--- src/rtl/data_mem_ctrl_if.sv ---
// Request/response bus between the load/store path and data_mem_ctrl.
interface data_mem_ctrl_if #(
  parameter int unsigned DATA_W = 32,
  parameter int unsigned ADDR_W = 32
);
  localparam int unsigned BE_W = DATA_W / 8;

  logic              req_valid;
  logic              req_ready;
  logic              req_we;
  logic [BE_W-1:0]   req_be;
  logic [ADDR_W-1:0] req_addr;
  logic [DATA_W-1:0] req_wdata;
  logic              rsp_valid;
  logic [DATA_W-1:0] rsp_rdata;
  logic              rsp_err;

  modport master (
    output req_valid, req_we, req_be, req_addr, req_wdata,
    input  req_ready, rsp_valid, rsp_rdata, rsp_err
  );

  modport slave (
    input  req_valid, req_we, req_be, req_addr, req_wdata,
    output req_ready, rsp_valid, rsp_rdata, rsp_err
  );
endinterface

--- src/rtl/data_mem_ctrl.sv ---
// Word-organised data RAM behind a valid/ready port with byte-lane writes,
// WAIT_CYCLES wait states and address error reporting.
// Optional memory-mapped output register: define DATA_MEM_CTRL_MMIO_EN.
module data_mem_ctrl #(
  parameter int unsigned DATA_W      = 32,
  parameter int unsigned ADDR_W      = 32,
  parameter int unsigned DEPTH       = 64,
  parameter int unsigned WAIT_CYCLES = 1
`ifdef DATA_MEM_CTRL_MMIO_EN
  ,
  parameter logic [ADDR_W-1:0] MMIO_ADDR = ADDR_W'(32'hFFFF_FFFC)
`endif
) (
  input  logic              clk,
  input  logic              reset,
  data_mem_ctrl_if.slave    bus
`ifdef DATA_MEM_CTRL_MMIO_EN
  ,
  output logic [DATA_W-1:0] mmio_out
`endif
);

  localparam int unsigned BE_W  = DATA_W / 8;
  localparam int unsigned IDX_W = $clog2(DEPTH);
  localparam int unsigned CNT_W = 4;
  localparam logic [63:0] MEM_LIMIT = 64'(DEPTH) * 64'(BE_W);
  localparam logic [CNT_W-1:0] CNT_LAST = CNT_W'(WAIT_CYCLES - 1);

  typedef enum logic [1:0] {
    S_IDLE = 2'd0,
    S_WAIT = 2'd1,
    S_RESP = 2'd2
  } state_e;

  state_e            state_q, state_d;
  logic [CNT_W-1:0]  cnt_q, cnt_d;
  logic              we_q, we_d;
  logic [BE_W-1:0]   be_q, be_d;
  logic [ADDR_W-1:0] addr_q, addr_d;
  logic [DATA_W-1:0] wdata_q, wdata_d;
  logic              ready_q, ready_d;
  logic              rsp_valid_q, rsp_valid_d;
  logic [DATA_W-1:0] rdata_q, rdata_d;
  logic              err_q, err_d;
`ifdef DATA_MEM_CTRL_MMIO_EN
  logic [DATA_W-1:0] mmio_q, mmio_d;
  logic              mmio_hit_c;
`endif

  logic [DATA_W-1:0] mem_q [DEPTH];

  logic              t_we_c;
  logic [BE_W-1:0]   t_be_c;
  logic [ADDR_W-1:0] t_addr_c;
  logic [DATA_W-1:0] t_wdata_c;
  logic [IDX_W-1:0]  idx_c;
  logic              misalign_c;
  logic              oor_c;
  logic              err_c;
  logic [DATA_W-1:0] rd_c;
  logic              enter_resp_c;
  logic              mem_we_c;

  // Transaction seen by the commit logic: live inputs when committing straight
  // from IDLE (WAIT_CYCLES == 0), otherwise the latched copy.
  always_comb begin
    t_we_c    = we_q;
    t_be_c    = be_q;
    t_addr_c  = addr_q;
    t_wdata_c = wdata_q;
    if (state_q == S_IDLE) begin
      t_we_c    = bus.req_we;
      t_be_c    = bus.req_be;
      t_addr_c  = bus.req_addr;
      t_wdata_c = bus.req_wdata;
    end
  end

  // Address decode and error classification.
  always_comb begin
    idx_c      = t_addr_c[IDX_W+1:2];
    misalign_c = (t_addr_c[1:0] != 2'b00);
    oor_c      = (64'(t_addr_c) >= MEM_LIMIT);
    rd_c       = mem_q[idx_c];
`ifdef DATA_MEM_CTRL_MMIO_EN
    mmio_hit_c = (t_addr_c == MMIO_ADDR);
    err_c      = !mmio_hit_c && (misalign_c || oor_c);
    if (mmio_hit_c) begin
      rd_c = mmio_q;
    end
`else
    err_c      = misalign_c || oor_c;
`endif
  end

  // Next-state and registered-output logic.
  always_comb begin
    state_d      = state_q;
    cnt_d        = cnt_q;
    we_d         = we_q;
    be_d         = be_q;
    addr_d       = addr_q;
    wdata_d      = wdata_q;
    ready_d      = 1'b0;
    rsp_valid_d  = 1'b0;
    rdata_d      = rdata_q;
    err_d        = err_q;
    enter_resp_c = 1'b0;
    mem_we_c     = 1'b0;
`ifdef DATA_MEM_CTRL_MMIO_EN
    mmio_d       = mmio_q;
`endif

    case (state_q)
      S_IDLE: begin
        if (bus.req_valid && ready_q) begin
          we_d    = bus.req_we;
          be_d    = bus.req_be;
          addr_d  = bus.req_addr;
          wdata_d = bus.req_wdata;
          cnt_d   = '0;
          if (WAIT_CYCLES > 0) begin
            state_d = S_WAIT;
          end else begin
            state_d      = S_RESP;
            enter_resp_c = 1'b1;
          end
        end
      end
      S_WAIT: begin
        if (cnt_q == CNT_LAST) begin
          state_d      = S_RESP;
          enter_resp_c = 1'b1;
        end else begin
          cnt_d = cnt_q + CNT_W'(1);
        end
      end
      S_RESP: begin
        state_d = S_IDLE;
      end
      default: begin
        state_d = S_IDLE;
      end
    endcase

    if (enter_resp_c) begin
      rsp_valid_d = 1'b1;
      err_d       = err_c;
      rdata_d     = '0;
      if (!err_c && !t_we_c) begin
        rdata_d = rd_c;
      end
`ifdef DATA_MEM_CTRL_MMIO_EN
      mem_we_c = t_we_c && !err_c && !mmio_hit_c;
      if (t_we_c && mmio_hit_c) begin
        for (int b = 0; b < int'(BE_W); b++) begin
          if (t_be_c[b]) begin
            mmio_d[b*8 +: 8] = t_wdata_c[b*8 +: 8];
          end
        end
      end
`else
      mem_we_c = t_we_c && !err_c;
`endif
    end

    ready_d = (state_d == S_IDLE);
  end

  // Control and response registers with synchronous active-low reset.
  always_ff @(posedge clk) begin
    if (!reset) begin
      state_q     <= S_IDLE;
      cnt_q       <= '0;
      we_q        <= 1'b0;
      be_q        <= '0;
      addr_q      <= '0;
      wdata_q     <= '0;
      ready_q     <= 1'b1;
      rsp_valid_q <= 1'b0;
      rdata_q     <= '0;
      err_q       <= 1'b0;
`ifdef DATA_MEM_CTRL_MMIO_EN
      mmio_q      <= '0;
`endif
    end else begin
      state_q     <= state_d;
      cnt_q       <= cnt_d;
      we_q        <= we_d;
      be_q        <= be_d;
      addr_q      <= addr_d;
      wdata_q     <= wdata_d;
      ready_q     <= ready_d;
      rsp_valid_q <= rsp_valid_d;
      rdata_q     <= rdata_d;
      err_q       <= err_d;
`ifdef DATA_MEM_CTRL_MMIO_EN
      mmio_q      <= mmio_d;
`endif
    end
  end

  // Byte-lane RAM write; reset blocks an uncommitted write, contents survive reset.
  always_ff @(posedge clk) begin
    if (reset && mem_we_c) begin
      for (int b = 0; b < int'(BE_W); b++) begin
        if (t_be_c[b]) begin
          mem_q[idx_c][b*8 +: 8] <= t_wdata_c[b*8 +: 8];
        end
      end
    end
  end

  assign bus.req_ready = ready_q;
  assign bus.rsp_valid = rsp_valid_q;
  assign bus.rsp_rdata = rdata_q;
  assign bus.rsp_err   = err_q;
`ifdef DATA_MEM_CTRL_MMIO_EN
  assign mmio_out      = mmio_q;
`endif

endmodule

--- src/flat_wrapper.sv ---
// flat-port wrapper written by rule: the top's interface ports become plain ports
module data_mem_ctrl_flat 
#(
  parameter int unsigned DATA_W      = 32,
  parameter int unsigned ADDR_W      = 32,
  parameter int unsigned DEPTH       = 64,
  parameter int unsigned WAIT_CYCLES = 1

)
  (clk, reset, bus_req_valid, bus_req_we, bus_req_be, bus_req_addr, bus_req_wdata, bus_req_ready, bus_rsp_valid, bus_rsp_rdata, bus_rsp_err);
  data_mem_ctrl_if #(.DATA_W(DATA_W), .ADDR_W(ADDR_W)) bus_i ();
  input  logic clk;
  input  logic reset;
  input wire logic [$bits(bus_i.req_valid)-1:0] bus_req_valid;
  input wire logic [$bits(bus_i.req_we)-1:0] bus_req_we;
  input wire logic [$bits(bus_i.req_be)-1:0] bus_req_be;
  input wire logic [$bits(bus_i.req_addr)-1:0] bus_req_addr;
  input wire logic [$bits(bus_i.req_wdata)-1:0] bus_req_wdata;
  output wire logic [$bits(bus_i.req_ready)-1:0] bus_req_ready;
  output wire logic [$bits(bus_i.rsp_valid)-1:0] bus_rsp_valid;
  output wire logic [$bits(bus_i.rsp_rdata)-1:0] bus_rsp_rdata;
  output wire logic [$bits(bus_i.rsp_err)-1:0] bus_rsp_err;
  assign bus_i.req_valid = bus_req_valid;
  assign bus_i.req_we = bus_req_we;
  assign bus_i.req_be = bus_req_be;
  assign bus_i.req_addr = bus_req_addr;
  assign bus_i.req_wdata = bus_req_wdata;
  assign bus_req_ready = bus_i.req_ready;
  assign bus_rsp_valid = bus_i.rsp_valid;
  assign bus_rsp_rdata = bus_i.rsp_rdata;
  assign bus_rsp_err = bus_i.rsp_err;
  data_mem_ctrl #(.DATA_W(DATA_W), .ADDR_W(ADDR_W), .DEPTH(DEPTH), .WAIT_CYCLES(WAIT_CYCLES)) u_core (.clk(clk), .reset(reset), .bus(bus_i));
endmodule
--- config.mk ---
export PLATFORM = sky130hd
export DESIGN_NAME = data_mem_ctrl_flat
export DESIGN_NICKNAME = d
export VERILOG_FILES = /design/src/rtl/data_mem_ctrl_if.sv /design/src/rtl/data_mem_ctrl.sv /design/src/flat_wrapper.sv
export SDC_FILE = /design/constraint.sdc
export NUM_CORES = 2
export LEC_CHECK = 0
export CORE_MARGIN = 10
export CORE_UTILIZATION = 30
export CTS_CLUSTER_DIAMETER = 200
export DETAILED_ROUTE_END_ITERATION = 10
export PLACE_DENSITY = 0.58
export SLEW_MARGIN = 10
export SYNTH_ARGS = -nofsm -noshare
export SYNTH_HDL_FRONTEND = slang
export SYNTH_SLANG_ARGS = --single-unit
--- constraint.sdc ---
create_clock -name clk -period 3.06 [get_ports clk]
set_input_delay 0.459 -clock clk [delete_from_list [all_inputs] [get_ports clk]]
set_output_delay 0.459 -clock clk [all_outputs]
set_load 0.01 [all_outputs]
==> results.txt <==
Avg WL per Cell: 26.38 um
Busiest grt layer: met2
Met2 track demand over resource: 29.53%
CP startpoint kind: flop
Syn_nets: 5,849
DR iter-0 viols: 7,046
Root Driver: clkbuf_16
IO Port Bufs: 106
Critical Path RT: 3.81 ns
Post-synth EDFFs: 2,048
DIE AREA: 295,000 um2
Main flop type after synthesis: edfxtp_1
Worst r2r src: u_core.state_q[0]$_SDFF_PN0_
Mapped Area: 82,110 um2
Clock transition at path regs: 0.06 ns
TritonRoute pass-1 iters: 6
Arr. time, crit path: 3.81 ns
Critical path capture point type: flop
P&R area growth vs syn: 26.97%
PD cells: 634.5 nW/um2
Max frequency: 326.6 MHz
VDD IR-drop max: 0.5809 mV
Clk_skew: 0.07679 ns
I/O pin count: 107
Initial Util: 30.06%
DRC violations left: 0
Failing checks: negative setup slack
Chip Height: 543.2 um
Via count: 56.56k
Final net count: 6,857
Count of cell types in the netlist: 72
Setup repair after global routing missed its margin: true
Cell Rows: 192
Detailed Place HPWL: 181,300 um
Number of fill cells: 25.26k
Total global-route track usage: 18.05%
Min Tclk post-route: 3.062 ns
Setup crit start: u_core.state_q[0]$_SDFF_PN0_
Synth top area cells: edfxtp_1 (75%), nand2_1 (5.3%), o22ai_1 (3.5%)
Syn. warnings: 0
CTS max path bufs: 3
Final setup margin: -0.001829 ns
Critical-path maximum fanout: 18
Max_cap viols: 0
Final Routed Wirelength: 278,400 um
Syn Area/Cell: 14.22 um2
Slew Viols, Final: 0
Share of synthesized registers carrying an async set or reset: 0%
Outcome: finished with violations
Cts bufs inserted: 205
Fin crit share: 100.1%
Share of cells above drive strength 1: 24.02%
Worst-Skew Late Latency: 0.89 ns
Slew margin rel.: 35.70%
Min-delay worst type: input port to flop
Hold Worst Slack: 0.1603 ns
First-pass GRT wire length: 396,500 um
Post-synth top area share: 74.90%
H-tree depth: 4
Vias per cell: 5.360
Area of the core: 273,100 um2
Leading area contributor after synthesis: edfxtp_1
Total power: 66,150 uW
Fin. Hold Viols: 0
Total gr overflow: 0
Met1 Resource Use GR: 24.09%
Largest net degree at the start of global routing: 79
LEAKAGE: 0.03498 uW
CTS sink count: 2,158
Vias in the first global route: 55.75k
Initial antenna violation count: 5
Antenna viol nets, final: 0
Final setup viols: 1
Post-synthesis sequential area ratio: 77.58%
Hold Path Origin: bus_req_wdata[10]
Die Wd: 543.2 um
CTS tree: yes
Met3 Use GR: 3.768%
Worst-Margin Slew: 0.9645 ns
Seq cells post-synth: 2,158
Cells after Synth: 5,775
Critical setup path kind: flop to flop
Gp weighted congestion: 0.8716
## placed cells by master, fill, tap and decap left out, types with 7 or more instances in the layout
cell / n
edfxtp_1: 2048
nand2_1: 1120
buf_4: 926
o22ai_1: 460
a21oi_1: 271
nor2_1: 215
clkbuf_16: 208
a31oi_1: 191
nand3_1: 162
buf_12: 141
nor3_2: 133
nor3_1: 125
dfxtp_1: 108
clkdlybuf4s50_1: 105
a21boi_0: 71
a32oi_1: 58
nor4_1: 52
clkinv_1: 47
clkinv_2: 42
nand2_2: 38
clkbuf_1: 31
mux2i_1: 27
a32o_1: 23
bufinv_16: 23
buf_6: 21
a22o_1: 18
and3_1: 17
o221ai_1: 16
a22oi_1: 14
o21ai_0: 14
nor4_2: 12
or4_1: 12
clkinv_16: 11
o31ai_1: 10
a211oi_1: 9
clkinv_4: 8
clkinvlp_4: 7
## path summary, 6_finish.rpt
path | endpoint | slack (ns) | cells after the start
setup reg to reg | u_core.bus.rsp_rdata[4]$_SDFFE_PN0P_ | -0.002 | 15
setup / recovery | u_core.bus.rsp_rdata[4]$_SDFFE_PN0P_ | -0.002 | 15
hold reg to reg | u_core.be_q[1]$_SDFFE_PN0P_ | 0.47 | 2
hold / removal | u_core.wdata_q[10]$_SDFFE_PN0P_ | 0.16 | 3
## timing repair
item                                    in CTS  in global routing
resized for setup                           47                 73
pin swaps                                    7                 26
cloned                                       1                  3
hold buffers                                 1                  0
setup buffers                                7                 22
hold endpoints to repair                     1                  0
endpoints found under the setup margin    1611                752
## flip-flops by register name, indices dropped and copies added, names as in the netlist
signal	flops
u_core.mem_q	2048
u_core.addr_q	32
u_core.bus.rsp_rdata	32
u_core.wdata_q	32
u_core.be_q	4
u_core.cnt_q	4
u_core.state_q	2
u_core.bus.req_ready	1
u_core.bus.rsp_err	1
u_core.bus.rsp_valid	1
u_core.we_q	1
## power by group
part | switching, uW | total [uW] | internal, uW
registers | 47.0 | 32900 | 32900
logic | 4780 | 7150 | 2370
clock network | 11700 | 26100 | 14400
total | 16500 | 66100 | 49700
## through the flow
| step | utilization, % | setup TNS (ns) | cell area (um2) | instances | worst slack (ns) |
|---|---|---|---|---|---|
| CTS | 37.94 | -0.06864 | 103600 | 10522 | -0.06864 |
| detailed placement | 35.30 | -1263.07 | 96410 | 10131 | -1.152 |
| floorplan | - | -61.28 | 82720 | 5775 | -0.1458 |
| global placement | 35.30 | -1454.27 | 96410 | 10131 | -1.124 |
| global route | 38.16 | -0.3278 | 104200 | 10548 | -0.06008 |
| finish | 38.17 | -0.001829 | 104300 | 10552 | -0.001829 |
## final cells by class
| type | count | area [um2] | area share (%) |
|---|---|---|---|
| Antenna cell | 5 | 12.51 | 0.01200 |
| Tap cell | 3589 | 4491 | 4.307 |
| Sequential cell | 2158 | 63700 | 61.10 |
| Multi-Input combinational cell | 3212 | 17920 | 17.19 |
| Clock inverter | 145 | 1637 | 1.570 |
| Inverter | 5 | 18.77 | 0.01800 |
| Timing Repair Buffer | 1201 | 11210 | 10.75 |
| Clock buffer | 237 | 5260 | 5.045 |
## critical path: stages, from the launching register on
cell and delay (ns):
dfxtp_2 0.33, buf_12 0.14, nor3b_4 0.26, buf_4 0.17
a22oi_4 0.09, buf_12 0.16, buf_12 0.16, buf_12 0.17
buf_12 0.16, o22ai_1 0.24, a31oi_1 0.08, a31oi_1 0.31
buf_4 0.18, a21oi_1 0.04, and4b_1 0.23, a22o_1 0.20
## cell families after synthesis
logic type / share of synthesized area [%]
AO/OA/AOI/OAI: 9.690
XOR/XNOR: 0.02134
adder cells (fa/ha/maj): 0.03047
buffers and inverters: 2.237
flip-flops: 77.58
multiplexers: 0.3550
AND/OR/NAND/NOR: 10.09
## Yosys cell counts (6+ instances only)
library cell / instances
a211oi_1: 10
a21boi_0: 71
a21o_1: 8
a21oi_1: 274
a22o_1: 19
a22oi_1: 16
a31oi_1: 197
a32o_1: 24
a32oi_1: 58
and2_1: 7
and3_1: 20
buf_1: 75
buf_2: 181
buf_4: 17
clkbuf_1: 125
dfxtp_1: 110
edfxtp_1: 2048
mux2i_1: 28
nand2_1: 1163
nand3_1: 164
nor2_1: 218
nor2b_1: 6
nor3_1: 258
nor4_1: 69
nor4b_1: 7
o21ai_0: 14
o221ai_1: 16
o22ai_1: 464
o31ai_1: 14
or4_1: 15
## metal layers
metal	part of all wire [%]	vias up	routed length, um
met1	40	28693	110400
met4	3.2	0	8794
li1	-	24279	-
met2	47	3125	132200
met5	0	-	0
met3	9.7	462	27010
Power figures use the tool's default switching activity.
